[src/rtl/ib_replay_buffer.sv]
// ib_replay_buffer: two-entry holding FIFO for instructions deferred by the
// dual-issue hazard selector. Held packets are patched with writeback results
// so their source operands stay current until they are re-issued.

`ifndef PC_WIDTH
`define PC_WIDTH 32
`endif
`ifndef OPCODE_WIDTH
`define OPCODE_WIDTH 6
`endif
`ifndef FUNCT_WIDTH
`define FUNCT_WIDTH 6
`endif
`ifndef IMM_WIDTH
`define IMM_WIDTH 16
`endif
`ifndef JUMP_WIDTH
`define JUMP_WIDTH 26
`endif
`ifndef AWIDTH
`define AWIDTH 5
`endif
`ifndef DWIDTH
`define DWIDTH 32
`endif

module ib_replay_buffer #(
  parameter int PKT_W = `PC_WIDTH + `OPCODE_WIDTH + `FUNCT_WIDTH + `IMM_WIDTH +
                        `JUMP_WIDTH + 3*`AWIDTH + 2*`DWIDTH + 7
) (
  input  logic               ib_clk,
  input  logic               ib_rst,
  input  logic               ib_i_we,
  input  logic [PKT_W-1:0]   ib_i_pkt,
  input  logic               ib_i_ready,
  input  logic               ib_i_flush,
  input  logic               ib_i_wb_en,
  input  logic [`AWIDTH-1:0] ib_i_wb_addr,
  input  logic [`DWIDTH-1:0] ib_i_wb_data,
  output logic               ib_o_valid,
  output logic [PKT_W-1:0]   ib_o_pkt,
  output logic               ib_o_full,
  output logic               ib_o_overflow
);

  localparam int AW      = `AWIDTH;
  localparam int DW      = `DWIDTH;
  // Operand field positions inside the packet (control bits occupy [6:0]).
  localparam int DRT_LSB = 7;
  localparam int DRS_LSB = DRT_LSB + DW;
  localparam int ARD_LSB = DRS_LSB + DW;
  localparam int ART_LSB = ARD_LSB + AW;
  localparam int ARS_LSB = ART_LSB + AW;

  typedef enum logic [1:0] {
    EMPTY = 2'd0,
    ONE   = 2'd1,
    TWO   = 2'd2
  } cnt_e;

  cnt_e             cnt_q, cnt_d;
  logic             rd_ptr_q, rd_ptr_d;
  logic             wr_ptr_q, wr_ptr_d;
  logic             ovf_q, ovf_d;
  logic [PKT_W-1:0] mem_q [2];
  logic [PKT_W-1:0] mem_d [2];
  logic             pop_s, push_s, push_ok_s;
  logic             ent0_vld_s, ent1_vld_s;

  // Replace data_rs / data_rt with writeback data when the source address
  // matches; register 0 is hard-wired and never forwarded.
  function automatic logic [PKT_W-1:0] wb_patch(
    input logic [PKT_W-1:0] pkt,
    input logic             en,
    input logic [AW-1:0]    addr,
    input logic [DW-1:0]    data
  );
    logic [PKT_W-1:0] r;
    r = pkt;
    if (en && (addr != {AW{1'b0}})) begin
      if (pkt[ARS_LSB +: AW] == addr) r[DRS_LSB +: DW] = data;
      else                            r[DRS_LSB +: DW] = pkt[DRS_LSB +: DW];
      if (pkt[ART_LSB +: AW] == addr) r[DRT_LSB +: DW] = data;
      else                            r[DRT_LSB +: DW] = pkt[DRT_LSB +: DW];
    end else begin
      r = pkt;
    end
    return r;
  endfunction

  // Next-state computation: flush dominates, then push/pop/writeback patch.
  always_comb begin
    pop_s      = (cnt_q != EMPTY) & ib_i_ready;
    push_s     = ib_i_we & ~ib_i_flush;
    push_ok_s  = push_s & ((cnt_q != TWO) | pop_s);
    ent0_vld_s = (cnt_q == TWO) | ((cnt_q == ONE) & (rd_ptr_q == 1'b0));
    ent1_vld_s = (cnt_q == TWO) | ((cnt_q == ONE) & (rd_ptr_q == 1'b1));
    cnt_d      = cnt_q;
    rd_ptr_d   = rd_ptr_q;
    wr_ptr_d   = wr_ptr_q;
    ovf_d      = ovf_q;
    mem_d[0]   = mem_q[0];
    mem_d[1]   = mem_q[1];
    if (ib_i_flush) begin
      cnt_d    = EMPTY;
      rd_ptr_d = 1'b0;
      wr_ptr_d = 1'b0;
    end else begin
      if (ent0_vld_s) mem_d[0] = wb_patch(mem_q[0], ib_i_wb_en, ib_i_wb_addr, ib_i_wb_data);
      else            mem_d[0] = mem_q[0];
      if (ent1_vld_s) mem_d[1] = wb_patch(mem_q[1], ib_i_wb_en, ib_i_wb_addr, ib_i_wb_data);
      else            mem_d[1] = mem_q[1];
      // The incoming packet wins over any patch of the slot it overwrites.
      if (push_ok_s) begin
        mem_d[wr_ptr_q] = wb_patch(ib_i_pkt, ib_i_wb_en, ib_i_wb_addr, ib_i_wb_data);
        wr_ptr_d        = ~wr_ptr_q;
      end else begin
        wr_ptr_d = wr_ptr_q;
      end
      if (pop_s) rd_ptr_d = ~rd_ptr_q;
      else       rd_ptr_d = rd_ptr_q;
      if (push_s && !push_ok_s) ovf_d = 1'b1;
      else                      ovf_d = ovf_q;
      case ({push_ok_s, pop_s})
        2'b10: begin
          case (cnt_q)
            EMPTY:   cnt_d = ONE;
            ONE:     cnt_d = TWO;
            default: cnt_d = TWO;
          endcase
        end
        2'b01: begin
          case (cnt_q)
            TWO:     cnt_d = ONE;
            ONE:     cnt_d = EMPTY;
            default: cnt_d = EMPTY;
          endcase
        end
        default: cnt_d = cnt_q;
      endcase
    end
  end

  // State registers with asynchronous clear of count, pointers, storage and flag.
  always_ff @(posedge ib_clk or posedge ib_rst) begin
    if (ib_rst) begin
      cnt_q    <= EMPTY;
      rd_ptr_q <= 1'b0;
      wr_ptr_q <= 1'b0;
      ovf_q    <= 1'b0;
      mem_q[0] <= {PKT_W{1'b0}};
      mem_q[1] <= {PKT_W{1'b0}};
    end else begin
      cnt_q    <= cnt_d;
      rd_ptr_q <= rd_ptr_d;
      wr_ptr_q <= wr_ptr_d;
      ovf_q    <= ovf_d;
      mem_q[0] <= mem_d[0];
      mem_q[1] <= mem_d[1];
    end
  end

  // Status decodes of registered state; the head reflects a same-cycle writeback.
  assign ib_o_valid    = (cnt_q != EMPTY);
  assign ib_o_full     = (cnt_q == TWO);
  assign ib_o_overflow = ovf_q;
  assign ib_o_pkt      = ib_o_valid ?
                         wb_patch(mem_q[rd_ptr_q], ib_i_wb_en, ib_i_wb_addr, ib_i_wb_data) :
                         mem_q[rd_ptr_q];

endmodule
[config.mk]
export PLATFORM = sky130hd
export DESIGN_NAME = ib_replay_buffer
export DESIGN_NICKNAME = d
export VERILOG_FILES = /design/src/rtl/ib_replay_buffer.sv
export SDC_FILE = /design/constraint.sdc
export NUM_CORES = 1
export LEC_CHECK = 0
export CORE_MARGIN = 1.5
export CORE_UTILIZATION = 56
export CTS_BUF_LIST = sky130_fd_sc_hd__clkbuf_16
export CTS_CLUSTER_SIZE = 14
export DETAILED_ROUTE_END_ITERATION = 12
export HOLD_SLACK_MARGIN = 0.03
export PLACE_DENSITY = 0.9
export SYNTH_ARGS = -nofsm -noshare
export SYNTH_HDL_FRONTEND = slang
export SYNTH_SLANG_ARGS = --single-unit
export TNS_END_PERCENT = 1
[constraint.sdc]
create_clock -name ib_clk -period 19.02 [get_ports ib_clk]
set_clock_uncertainty 0.2 [all_clocks]
set_input_delay 1.902 -clock ib_clk [delete_from_list [all_inputs] [get_ports ib_clk]]
set_output_delay 1.902 -clock ib_clk [all_outputs]
set_load 0.05 [all_outputs]
==> summary.md <==
| Metric | Value |
|---|---|
| Post-Synthesis Cells | `between 1,500 and 2,000` |
| Total GRT Usage | `0.3283` |
| Fin util | `0.7385` |
| GRT met1 Usage | `0.3995` |
| Required time of the critical path | `about 17 ns` |
| Fin crit period | `roughly 7.5 ns` |
| Number of synthesized flops with an enable pin | `0` |
| Die height | `183.0 um` |
| Fmax | `about 130 MHz` |
| Vias per cell | `5.969` |
| Cell Rows | `65` |
| CTS tree | `built` |
| Layout cells sized above 1 | `0.2182` |
| Top cell type's share of synthesized area | `0.4811` |
| Yosys reg bits | `349` |
| Period utilization | `0.3939` |
| Setup TNS | `0 ns` |
| CTS Hold Bufs | `0` |
| Place WS | `about 12 ns` |
| RSZ-0062 raised after global routing | `no` |
| Final setup viols | `0` |
| Top FF cell, synth | `dfrtp_1` |
| Number of max-cap violations | `0` |
| Top Usage Layer GRT | `met2` |
| Horiz. Die Dim | `183.0 um` |
| Slew headroom | `0.2071` |
| Maximum vdd drop | `0.1101 mV` |
| Avg Cell Area, Syn | `between 9 and 10 um^2` |
| WP data arrival | `~5.4 ns` |
| Critical setup path kind | `primary input to output port` |
| Post-route ant nets | `0` |
| Pleak | `about 10 nW` |
| Synth Cell Area | `18,150 um^2` |
| Yosys warning total | `0` |
| NumNets Final | `about 2,400` |
| Largest net degree at the start of global routing | `between 100 and 150` |
| Met2 Usage GRT | `0.5408` |
| Gates resized, CTS repair | `0` |
| # DRC | `0` |
| Setup ws final | `11.53 ns` |
| Port bufs | `around 390` |
| Total Routed Length | `~56,000 um` |
| Synth cell types | `37` |
| WL/cell | `approximately 22 um` |
| Worst-path fanout max | `32` |
| Starting Density | `0.5723` |
| Slew Limit Fails | `0` |
| Worst Max-Slew Pin Slew | `1.189 ns` |
| Ys async rst share | `1.000` |
| First-pass GRT wire length | `approximately 87,000 um` |
| Total gr overflow | `0` |
| Initial antenna violation count | `7` |
| CTS Buffer Depth | `3` |
| H-tree depth | `2` |
| Register area share after synthesis | `0.4811` |
| I/O pin count | `390` |
| Via count | `15,370` |
| HPWL Detailed | `approximately 35,000 um` |
| Worst Hold Class | `register to register` |
| Die Area | `33,510 um^2` |
| Largest cells by area after synthesis | `dfrtp_1 48%, nand2_1 16%, mux2_2 15%` |
| Outcome | `completed` |
| Crit path launch type | `primary input` |
| Clock-pin slew on the worst setup and hold paths | `approximately 0.06 ns` |
| Final Hold Vio Count | `0` |
| Post-CTS Setup Bufs | `0` |
| Worst-skew pair later-pin latency | `between 0.5 and 0.6 ns` |
| Met3 Use GR | `0.09710` |
| Tot Pwr | `~2.8 mW` |
| Initial drt markers | `between 1,000 and 1,500` |
| CTS root buf | `clkbuf_16` |
| Total clock sinks | `approximately 350` |
| Drt first pass iters | `6` |
| Routability cong. | `about 0.86` |
| Leading area contributor after synthesis | `dfrtp_1` |
| Core area | `31,720 um^2` |
| Layout area overhead | `29.04%` |
| CP Capture Type | `output port` |
| Power Density | `about 120 nW/um^2` |
| Post-Syn Nets | `about 2,000` |
| Vias in the first global route | `about 16,000` |
| Inserted Clock Buffers | `37` |
critical path: stages:
cell,delay (ns)
clkdlybuf4s50_1,0.67
or4_4,0.68
o21ai_4,0.28
nor2_1,0.12
nand4_1,0.13
buf_4,0.43
mux2_2,0.42
clkdlybuf4s50_1,0.70
cell usage after synthesis (all sizes together), types with 4 or more instances:
library cell / n
o221a: 128
nor2: 44
nand3: 4
clkbuf: 90
xnor2: 21
xor2: 21
nor3: 5
dfrtp: 349
buf: 39
mux2: 301
nor4: 4
nand2: 783
power breakdown:
part / internal (mW) / total [mW] / switching [mW]
Sequential: 0.928 / 1.04 / 0.110
Combinational: 0.432 / 1.05 / 0.614
Clock: 0.414 / 0.724 / 0.310
registers in the layout, summed over array words and instances, names as in the netlist:
name,flops
cnt_q,2
mem_q,344
ib_o_overflow,1
rd_ptr_q,1
wr_ptr_q,1
metal layers:
layer | vias to the layer above | share of wire
li1 | 6814 | -
met1 | 7557 | 0.38
met2 | 819 | 0.48
met3 | 169 | 0.10
met4 | 6 | 0.041
met5 | - | 0.00074
layout make-up:
cell class	instances	area [um^2]
Clock inverter	31	286.5
Inverter	3	18.77
Clock buffer	37	925.9
Fill cell	1990	8293
Antenna cell	4	10.01
Timing Repair Buffer	410	4051
Multi-Input combinational cell	1338	8892
Sequential cell	349	8737
Tap cell	402	503.0
path summary, 6_finish.rpt:
path	slack, ns	endpoint	cells after the start	startpoint
max	11.53	ib_o_pkt[65]	8	ib_i_wb_addr[1]
min	0.27	mem_q[126]$_DFFE_PP0P_	2	mem_q[126]$_DFFE_PP0P_
max reg2reg	15.35	mem_q[28]$_DFFE_PP0N_	6	cnt_q[1]$_DFFE_PP0P_
min reg2reg	0.27	mem_q[126]$_DFFE_PP0P_	2	mem_q[126]$_DFFE_PP0P_
max in group asynchronous	14.48	mem_q[152]$_DFFE_PP0P_	4	ib_rst
min in group asynchronous	1.81	mem_q[337]$_DFFE_PP0P_	2	ib_rst
placed cells by master, fill, tap and decap left out, drive strengths merged, types with 4 or more instances in the layout:
cell type        n
buf             21
bufinv           4
clkbuf          37
clkdlybuf4s50  389
clkinv          20
dfrtp          349
diode            4
inv              7
mux2           301
nand2          783
nand3            4
nor2            44
nor3             5
nor4             4
o221a          128
xnor2           21
xor2            21
cells by family after synthesis:
family	after synthesis	synth area share
and+or+nand+nor	855	0.1826
xor gates and xnor gates	42	0.02026
muxes	301	0.1991
DFF	349	0.4811
buffers and inverters	132	0.03239
AOI/OAI and AO/OA	140	0.08450
through the flow:
stage	instance area [um^2]	cells	hold slack [ns]
6_report	23430	2574	0.2684
3_5_place_dp	22200	2502	0.2571
4_1_cts	23420	2570	0.2727
3_3_place_gp	22200	2502	0.2512
5_1_grt	23430	2574	0.2906
2_1_floorplan	18150	1819	0.2401
Note: power is estimated with default switching activity, not from simulation.
